[src/rtl/tqvp_heartbeat_pkg.sv]
`timescale 1ns/1ps
`default_nettype none
// ============================================================================
// Module   : tqvp_heartbeat_pkg
// Purpose  : Register map, FSM encoding and write helpers for the heartbeat
//            peripheral.
// Revision : 1.0
// ============================================================================
package tqvp_heartbeat_pkg;

    localparam logic [5:0] ADDR_CTRL        = 6'h00;
    localparam logic [5:0] ADDR_PERIOD      = 6'h01;
    localparam logic [5:0] ADDR_PULSE_LEN   = 6'h02;
    localparam logic [5:0] ADDR_ACK_TIMEOUT = 6'h03;
    localparam logic [5:0] ADDR_KICK        = 6'h04;
    localparam logic [5:0] ADDR_STATUS      = 6'h05;
    localparam logic [5:0] ADDR_PAT_COUNT   = 6'h06;
    localparam logic [5:0] ADDR_UI          = 6'h07;

    localparam logic [1:0] WN_8    = 2'b00;
    localparam logic [1:0] WN_16   = 2'b01;
    localparam logic [1:0] WN_32   = 2'b10;
    localparam logic [1:0] WN_NONE = 2'b11;

    localparam int STAT_MISSED_BIT  = 0;
    localparam int STAT_EXPIRED_BIT = 1;
    localparam int STAT_STATE_LSB   = 2;
    localparam int STAT_PAT_BIT     = 4;

    typedef enum logic [1:0] {
        ST_IDLE  = 2'd0,
        ST_WAIT  = 2'd1,
        ST_PULSE = 2'd2,
        ST_ACKW  = 2'd3
    } hb_state_t;

    function automatic logic [31:0] merge_write(input logic [31:0] old_val,
                                                input logic [31:0] wdata,
                                                input logic [1:0]  wn);
        case (wn)
            WN_8:    return {old_val[31:8], wdata[7:0]};
            WN_16:   return {old_val[31:16], wdata[15:0]};
            WN_32:   return wdata;
            default: return old_val;
        endcase
    endfunction

    function automatic logic [31:0] at_least_one(input logic [31:0] v);
        return (v == 32'd0) ? 32'd1 : v;
    endfunction

endpackage
`default_nettype wire

[src/rtl/tqvp_stevej_heartbeat.sv]
`timescale 1ns/1ps
`default_nettype none
// ============================================================================
// Module   : tqvp_stevej_heartbeat
// Purpose  : Windowed pat generator for an external watchdog with ack check.
//            Optional macro TQVP_HEARTBEAT_PAT_COUNT_EN adds PAT_COUNT at 0x6.
// Revision : 1.0
// ============================================================================
module tqvp_stevej_heartbeat
    import tqvp_heartbeat_pkg::*;
#(
    parameter logic [31:0] PERIOD_RST      = 32'd1024,
    parameter logic [7:0]  PULSE_LEN_RST   = 8'd4,
    parameter logic [15:0] ACK_TIMEOUT_RST = 16'd0
) (
    input  logic        clk,
    input  logic        rst,
    input  logic [7:0]  ui_in,
    output logic [7:0]  uo_out,
    input  logic [5:0]  address,
    input  logic [31:0] data_in,
    input  logic [1:0]  data_write_n,
    input  logic [1:0]  data_read_n,
    output logic [31:0] data_out,
    output logic        data_ready,
    output logic        user_interrupt
);

    logic        en;
    logic [31:0] period;
    logic [7:0]  pulse_len;
    logic [15:0] ack_timeout;
    hb_state_t   state, state_nx;
    logic [31:0] cnt, cnt_nx;
    logic        pat_out;
    logic        missed_ack, wd_expired, expired_prev;
    logic        set_missed;
    logic [31:0] pat_count_rd;

    logic wr, wr_ctrl, wr_status, kick, en_nx, expired_rise;

    assign wr        = (data_write_n != WN_NONE);
    assign wr_ctrl   = wr && (address == ADDR_CTRL);
    assign wr_status = wr && (address == ADDR_STATUS);
    assign kick      = wr && (address == ADDR_KICK);
    // A CTRL write steers the FSM in the same cycle so EN=0 lands in IDLE next cycle.
    assign en_nx     = wr_ctrl ? data_in[0] : en;
    assign expired_rise = ui_in[1] & ~expired_prev;

    always_ff @(posedge clk) begin
        if (rst) begin
            en          <= 1'b0;
            period      <= PERIOD_RST;
            pulse_len   <= PULSE_LEN_RST;
            ack_timeout <= ACK_TIMEOUT_RST;
        end else begin
            if (wr_ctrl)
                en <= data_in[0];
            if (wr && address == ADDR_PERIOD)
                period <= merge_write(period, data_in, data_write_n);
            if (wr && address == ADDR_PULSE_LEN)
                pulse_len <= data_in[7:0];
            if (wr && address == ADDR_ACK_TIMEOUT)
                ack_timeout <= (data_write_n == WN_8) ? {ack_timeout[15:8], data_in[7:0]}
                                                      : data_in[15:0];
        end
    end

    always_comb begin
        state_nx   = state;
        cnt_nx     = cnt;
        set_missed = 1'b0;
        if (!en_nx) begin
            state_nx = ST_IDLE;
            cnt_nx   = 32'd0;
        end else begin
            case (state)
                ST_IDLE: begin
                    state_nx = ST_WAIT;
                    cnt_nx   = at_least_one(period);
                end
                ST_WAIT: begin
                    if (kick || cnt <= 32'd1) begin
                        state_nx = ST_PULSE;
                        cnt_nx   = at_least_one({24'd0, pulse_len});
                    end else begin
                        cnt_nx = cnt - 32'd1;
                    end
                end
                ST_PULSE: begin
                    if (cnt <= 32'd1) begin
                        if (ack_timeout == 16'd0) begin
                            state_nx = ST_WAIT;
                            cnt_nx   = at_least_one(period);
                        end else begin
                            state_nx = ST_ACKW;
                            cnt_nx   = {16'd0, ack_timeout};
                        end
                    end else begin
                        cnt_nx = cnt - 32'd1;
                    end
                end
                ST_ACKW: begin
                    if (ui_in[0]) begin
                        state_nx = ST_WAIT;
                        cnt_nx   = at_least_one(period);
                    end else if (cnt <= 32'd1) begin
                        set_missed = 1'b1;
                        state_nx   = ST_WAIT;
                        cnt_nx     = at_least_one(period);
                    end else begin
                        cnt_nx = cnt - 32'd1;
                    end
                end
                default: begin
                    state_nx = ST_IDLE;
                    cnt_nx   = 32'd0;
                end
            endcase
        end
    end

    always_ff @(posedge clk) begin
        if (rst) begin
            state        <= ST_IDLE;
            cnt          <= 32'd0;
            pat_out      <= 1'b0;
            missed_ack   <= 1'b0;
            wd_expired   <= 1'b0;
            expired_prev <= 1'b0;
        end else begin
            state        <= state_nx;
            cnt          <= cnt_nx;
            pat_out      <= (state_nx == ST_PULSE);
            expired_prev <= ui_in[1];
            // Set has priority over a simultaneous W1C.
            missed_ack   <= set_missed |
                            (missed_ack & ~(wr_status & data_in[STAT_MISSED_BIT]));
            wd_expired   <= expired_rise |
                            (wd_expired & ~(wr_status & data_in[STAT_EXPIRED_BIT]));
        end
    end

`ifdef TQVP_HEARTBEAT_PAT_COUNT_EN
    logic [15:0] pat_count;

    always_ff @(posedge clk) begin
        if (rst)
            pat_count <= 16'd0;
        else if (wr && address == ADDR_PAT_COUNT)
            pat_count <= 16'd0;
        else if (state_nx == ST_PULSE && state != ST_PULSE)
            pat_count <= pat_count + 16'd1;
    end

    assign pat_count_rd = {16'd0, pat_count};
`else
    assign pat_count_rd = 32'd0;
`endif

    always_comb begin
        data_out = 32'd0;
        case (address)
            ADDR_CTRL:        data_out = {31'd0, en};
            ADDR_PERIOD:      data_out = period;
            ADDR_PULSE_LEN:   data_out = {24'd0, pulse_len};
            ADDR_ACK_TIMEOUT: data_out = {16'd0, ack_timeout};
            ADDR_STATUS:      data_out = {27'd0, pat_out, state, wd_expired, missed_ack};
            ADDR_PAT_COUNT:   data_out = pat_count_rd;
            ADDR_UI:          data_out = {24'd0, ui_in};
            default:          data_out = 32'd0;
        endcase
    end

    assign user_interrupt = missed_ack | wd_expired;
    assign data_ready     = 1'b1;
    assign uo_out         = {2'b00, state, user_interrupt, ~pat_out, pat_out, 1'b0};

    logic unused_ok;
    assign unused_ok = &{1'b0, data_read_n};

endmodule
`default_nettype wire

[config.mk]
export PLATFORM = sky130hd
export DESIGN_NAME = tqvp_stevej_heartbeat
export DESIGN_NICKNAME = d
export VERILOG_FILES = /design/src/rtl/tqvp_heartbeat_pkg.sv /design/src/rtl/tqvp_stevej_heartbeat.sv
export SDC_FILE = /design/constraint.sdc
export NUM_CORES = 1
export LEC_CHECK = 0
export ABC_CLOCK_PERIOD_IN_PS = 7860
export BUFFER_PORTS_ARGS = -buffer_cell sky130_fd_sc_hd__buf_2
export CORE_ASPECT_RATIO = 0.8
export CORE_UTILIZATION = 25
export CTS_CLUSTER_SIZE = 16
export DETAILED_ROUTE_END_ITERATION = 7
export GPL_TIMING_DRIVEN = 1
export PLACE_DENSITY = 0.48
export SETUP_SLACK_MARGIN = 0.5
export SYNTH_ARGS = -nofsm -noshare
export SYNTH_HDL_FRONTEND = slang
export SYNTH_SLANG_ARGS = --single-unit
[constraint.sdc]
create_clock -name clk -period 7.86 [get_ports clk]
set_input_delay 1.572 -clock clk [delete_from_list [all_inputs] [get_ports clk]]
set_output_delay 1.572 -clock clk [all_outputs]
set_load 0.1 [all_outputs]
==> impl_metrics.toml, run 1 <==
[outcome]
outcome = "completed"

[sta]
clock_skew_ps = 8.10
hold_viol = 0
fmax_ghz = 0.164
finalCritPeriodShare_pct = 77.5
setup_viol = 0
rsz0062_at_grt = "false"
worst_pin_slew_ps = 1100
holdWs_ps = 498
timing.slew.headroom_pct = 26.1
period_minus_slack_ps = 6090
drv_slew = 0
timing.setup.tns_ps = 0

[drt]
ant_nets = 0
drtIter0Drc = 338
vias_per_cell = 4.93
wl_per_cell_um = 17.1
wirelength_um = 16100
route.detailed.drc = 0
via_count = 4629
dr.pass1.iters = 5

[clock_tree]
post_cts_resized = 0
htree_num_levels = 3
cts.root.buffer_cell = "clkbuf_16"
numCtsBuffers = 9
hold_buffers = 0
clk_pin_slew_worst_paths_ps = 70
cts_buffer_depth = 2
cts_tree = "done"
cts_setup_buffers = 0
cts.sinks = 95
clkLatencyLatePin_ps = 360

[layout]
syn2layout_area_growth_pct = 17.5
fin_util_pct = 30.0
diodes = 0
fin_cells = 939
fillCellCount = 2167
drive_above_1_share_pct = 17.2
fin_nets = 727

[synth]
synthSimpleGateAreaFrac_pct = 26.1
synth-seq-cells = 95
synth_compound_area_share_pct = 14.7
ys.flop_type = "dfxtp_1"
synth_area_um2 = 5080
synth_fa_ha_area_share_pct = 1.23
synth_edf_count = 0
synthXorXnorAreaFrac_pct = 5.00
synth.top_cell.area_share_pct = 37.5
synth_top_family_by_area = "simple AND/OR/NAND/NOR gates"
yosysSeqAreaShare_pct = 37.5
yosys.cell_types.count = 60
synth_warnings = 0
syn_area_per_cell_um2 = 8.34
synth_area_leaders = "dfxtp_1 (37%), mux2i_1 (9.9%), nor2_1 (5.8%)"
yosysTopAreaCell = "dfxtp_1"
synth_mux_area_share_pct = 10.1
async_flop_share_pct = 0
synthCells = 609

[floorplanning]
start_util_pct = 25.6
fp.dieW_um = 161
die-area_um2 = 20900
pin_count = 94
rows = 46
die_y_um = 129
core-area_um2 = 19900

[placement]
gp_congestion = 0.837
port_buffers = 87
hpwl_um = 12000
dp.cells = 923

[worst_setup_path]
crit_required_ps = 6290
critPathLaunchType = "input pin"
arrival_ps = 4520
worstSetupEndpointType = "output pin"
critPathKind = "in2out"
crit_path_max_fanout = 20

[global_route]
grt_max_degree = 62
grt_use_met1_pct = 23.0
grt_pass1_wl_um = 25200
grt.met3_usage_pct = 3.87
grt_busiest_layer = "met1"
grt_usage_pct = 15.8
grt_overflow = 0
grt_pass1_vias = 4341
grt_use_met2_pct = 22.8
grt_antenna_before_repair = 0

[run]
drv_cap = 0

[power]
power.leakage_nw = 2.41
power_density_nw_per_um2 = 169
peakVddDrop_mv = 0.111

[worst_hold_path]
hp-class = "reg2reg"
[Yosys cell counts (12+ instances only)]
master     number
a21oi_1        38
and2_1         20
clkbuf_1       23
dfxtp_1        95
inv_1          12
mux2i_1        50
nand2_1        59
nand3_1        22
nor2_1         78
nor3_1         15
nor4_1         20
o2bb2ai_1      15
xnor2_1        23
[through the flow]
step / power [W] / setup WS, ps / area, um2
global placement: 0.000563 / 1740 / 5660
detailed placement: 0.000563 / 1730 / 5660
global route: 0.00104 / 1510 / 5960
finish: 0.00101 / 1770 / 5960
CTS: 0.00102 / 1730 / 5960
floorplan: 0.000540 / 1940 / 5080
[metal layers]
layer | up-vias | routed length, um
met5 | - | 0
met4 | 0 | 254
met3 | 16 | 896
met2 | 133 | 6890
met1 | 2193 | 8050
li1 | 2287 | -
[critical path, cell delays in order]
cell and delay, ps:
buf_2 100, nor3_1 560, nand3b_1 560, nor2_1 1020
nand2_1 140, o21ai_0 110, buf_2 440
[cell families after synthesis]
group / Yosys count
buf+inv: 55
compound gates: 107
simple gates: 265
mux: 51
flops: 95
other cells: 2
fa+ha+maj: 5
xor+xnor: 29
[power breakdown]
part	internal [W]	switching, W	total [W]
registers	0.000483	0.00000248	0.000485
clock network	0.000253	0.000204	0.000456
logic	0.0000199	0.0000469	0.0000668
total	0.000755	0.000253	0.00101
[path summary, 6_finish.rpt]
path	start	endpoint	slack, ps	depth (start not counted)
worst max-delay path	address[3]	data_out[6]	1770	7
worst min-delay path	period[13]$_SDFFE_PP0P_	period[13]$_SDFFE_PP0P_	500	2
worst max register to register	cnt[20]$_SDFF_PP0_	cnt[10]$_SDFF_PP0_	4670	7
worst min register to register	period[13]$_SDFFE_PP0P_	period[13]$_SDFFE_PP0P_	500	2
[registers in the layout (all words and copies together), names as in the netlist]
signal	cells
cnt	32
pat_out	1
pulse_len	8
wd_expired	1
period	32
en	1
state	2
expired_prev	1
ack_timeout	16
missed_ack	1
[final cells by class]
type | count | area, um2 | share of cell area [%]
clock buffers | 10 | 229 | 3.84
repair buffers | 91 | 465 | 7.81
well taps | 264 | 330 | 5.54
multi-input cells | 461 | 2920 | 48.9
clock inverters | 6 | 76.3 | 1.28
flip-flops and latches | 95 | 1900 | 31.9
inverters | 12 | 45.0 | 0.755
[cell usage in the layout (no fill, tap or decap), types with 7 or more instances in the layout]
cell       count
dfxtp_1       95
and2_1        20
xnor2_1       23
o2bb2ai_1     15
nor4_1        20
o21ai_0        9
nand3_1       22
clkbuf_16      9
buf_2         87
a21oi_1       38
inv_1         12
a221o_1        8
nor2b_1        7
mux2i_1       50
nand2_1       59
nor3_1        15
and3_1         9
nor2_1        78
Note: power is estimated with default switching activity, not from simulation.
==> run 2, diff against run 1 <==
--- a/config.mk
+++ b/config.mk
@@ -5,7 +5,7 @@
 export SDC_FILE = /design/constraint.sdc
 export NUM_CORES = 1
 export LEC_CHECK = 0
-export ABC_CLOCK_PERIOD_IN_PS = 7860
+export ABC_CLOCK_PERIOD_IN_PS = 5700
 export BUFFER_PORTS_ARGS = -buffer_cell sky130_fd_sc_hd__buf_2
 export CORE_ASPECT_RATIO = 0.8
 export CORE_UTILIZATION = 25
==> constraint.sdc (replaced) <==
create_clock -name clk -period 5.7 [get_ports clk]
set_input_delay 1.14 -clock clk [delete_from_list [all_inputs] [get_ports clk]]
set_output_delay 1.14 -clock clk [all_outputs]
set_load 0.1 [all_outputs]
==> run 2 against run 1 <==
- critical path depth increased by 1
- via count about the same
- register-to-register slack got worse by 1900 ps
- final cell count increased by 0.21%
- global-route usage decreased by 0.22 points
- critical endpoint is now data_out[19]
- largest power group unchanged
- highest routed layer unchanged
==> impl_metrics.toml, run 2 (synthesis gave the netlist of run 1 again) <==
[floorplanning]
die_y_um = 129
rows = 46
core-area_um2 = 19900
fp.dieW_um = 161
start_util_pct = 25.6
pin_count = 94
die-area_um2 = 20900

[worst_setup_path]
crit_family = "simple AND/OR/NAND/NOR gates"
reg2reg_depth = 6
r2r_slack_ps = 2720
rr_endpoint = "cnt[8]$_SDFF_PP0_"
cp_slowest_stage_delay_ps = 550
crit_buf_inv = 4
crit_path_max_fanout = 16
cp_slowest_cell = "nor2_1"
worstSetupEndpointType = "output pin"
crit_required_ps = 4560
critPathLaunchType = "input pin"
crit_chain = "buf_2 -> nor3_1 -> buf_4 -> nand3b_1 -> nor2_1 -> buf_4 -> and2_1 -> buf_2"
critPathKind = "in2out"
arrival_ps = 3410
worst_r2r_startpoint = "cnt[20]$_SDFF_PP0_"

[run]
drv_cap = 0

[sta]
timing.setup.tns_ps = 0
clock_skew_ps = 13.8
setup_slack_ps = 1150
period_minus_slack_ps = 4550
worst_pin_slew_ps = 1010
rsz0062_at_grt = "false"
fmax_ghz = 0.220
drv_slew = 0
finalCritPeriodShare_pct = 79.9
hold_viol = 0
setup_viol = 0
timing.slew.headroom_pct = 32.8

[layout]
final_common_cell = "dfxtp_1"
drive_above_1_share_pct = 17.6
most-common-layout-cells = "dfxtp_1 (95), buf_2 (87), nor2_1 (78)"
fin_cells = 941
diodes = 0
top_regs = "cnt: 32 flops, period: 32 flops, ack_timeout: 16 flops"
fin_util_pct = 30.0
fin_nets = 729
syn2layout_area_growth_pct = 17.4

[clock_tree]
cts.root.buffer_cell = "clkbuf_16"
hold_buffers = 0
cts_tree = "done"
clkLatencyLatePin_ps = 360
htree_num_levels = 3
cts.sinks = 95
clk_pin_slew_worst_paths_ps = 70
cts_setup_buffers = 0
numCtsBuffers = 9
cts_buffer_depth = 2
post_cts_resized = 0

[power]
p_total_w = 0.00135
peakVddDrop_mv = 0.137
power.leakage_nw = 2.41
power_density_nw_per_um2 = 227

[placement]
port_buffers = 87
hpwl_um = 11900
dp.cells = 925
gp_congestion = 0.844
place_ws_ps = 1160

[global_route]
grt_antenna_before_repair = 0
grt_usage_pct = 15.6
grt_overflow = 0
grt_pass1_vias = 4339
grt_pass1_wl_um = 24800
grt_max_degree = 59

[drt]
route.detailed.drc = 0
wirelength_um = 16000
vias_per_cell = 4.92
ant_nets = 0
wl_per_cell_um = 17.0
dr.pass1.iters = 5
via_count = 4627
drtIter0Drc = 372

[outcome]
outcome = "completed"

[worst_hold_path]
hp-class = "reg2reg"
hold_depth = 2
hold_path_startpoint = "period[13]$_SDFFE_PP0P_"
min_to = "period[13]$_SDFFE_PP0P_"
[run 2: changes by cell type in the layout (fill, tap and decap cells not counted), sizes merged]
cell      delta
buf          +2
inv          -2
bufinv       -1
clkbuf       +1
clkinv       +1
clkinvlp     +1
[run 2: how the worst max path moves through the flow]
stage	start	to	slack, ps	cells past startpoint
6_report	address[3]	data_out[19]	1150	8
3_5_place_dp	address[3]	data_out[19]	1160	8
3_3_place_gp	address[3]	data_out[21]	1160	8
5_1_grt	address[3]	data_out[19]	1030	8
2_1_floorplan	address[0]	data_out[5]	640	5
4_1_cts	address[3]	data_out[19]	1140	8
[run 2: metrics by stage]
step | area [um2] | hold WS (ps)
3_3_place_gp | 5670 | 489
3_5_place_dp | 5670 | 492
6_report | 5960 | 502
2_1_floorplan | 5080 | 458
5_1_grt | 5960 | 525
4_1_cts | 5960 | 501
[run 2: cell type report]
class                           count  area (um2)
Tap cell                          264         330
Fill cell                        2177       13900
Clock buffer                       11         253
Sequential cell                    95        1900
Multi-Input combinational cell    461        2920
Clock inverter                      5        31.3
Timing Repair Buffer               93         480
Inverter                           12        45.0
[run 2: worst register-to-register path: cells and delay by family, from the launching register on]
| kind | cells | cell delay (ps) |
|---|---|---|
| AND/OR/NAND/NOR | 4 | 2050 |
| flip-flops | 1 | 330 |
| AO/OA/AOI/OAI | 2 | 560 |
[run 2: metal layers]
metal	up-vias	GRT usage, %	wire (um)
li1	2290	-	-
met1	2182	22.4	8020
met2	132	22.7	6780
met3	23	3.49	907
met4	0	5.27	272
met5	-	0	0
[run 2: power by group]
part           leakage [nW]  switching (W)  internal [W]  total (W)
logic                  1.51      0.0000648     0.0000279  0.0000927
registers             0.766     0.00000349      0.000666   0.000670
clock network         0.142       0.000272      0.000319   0.000591
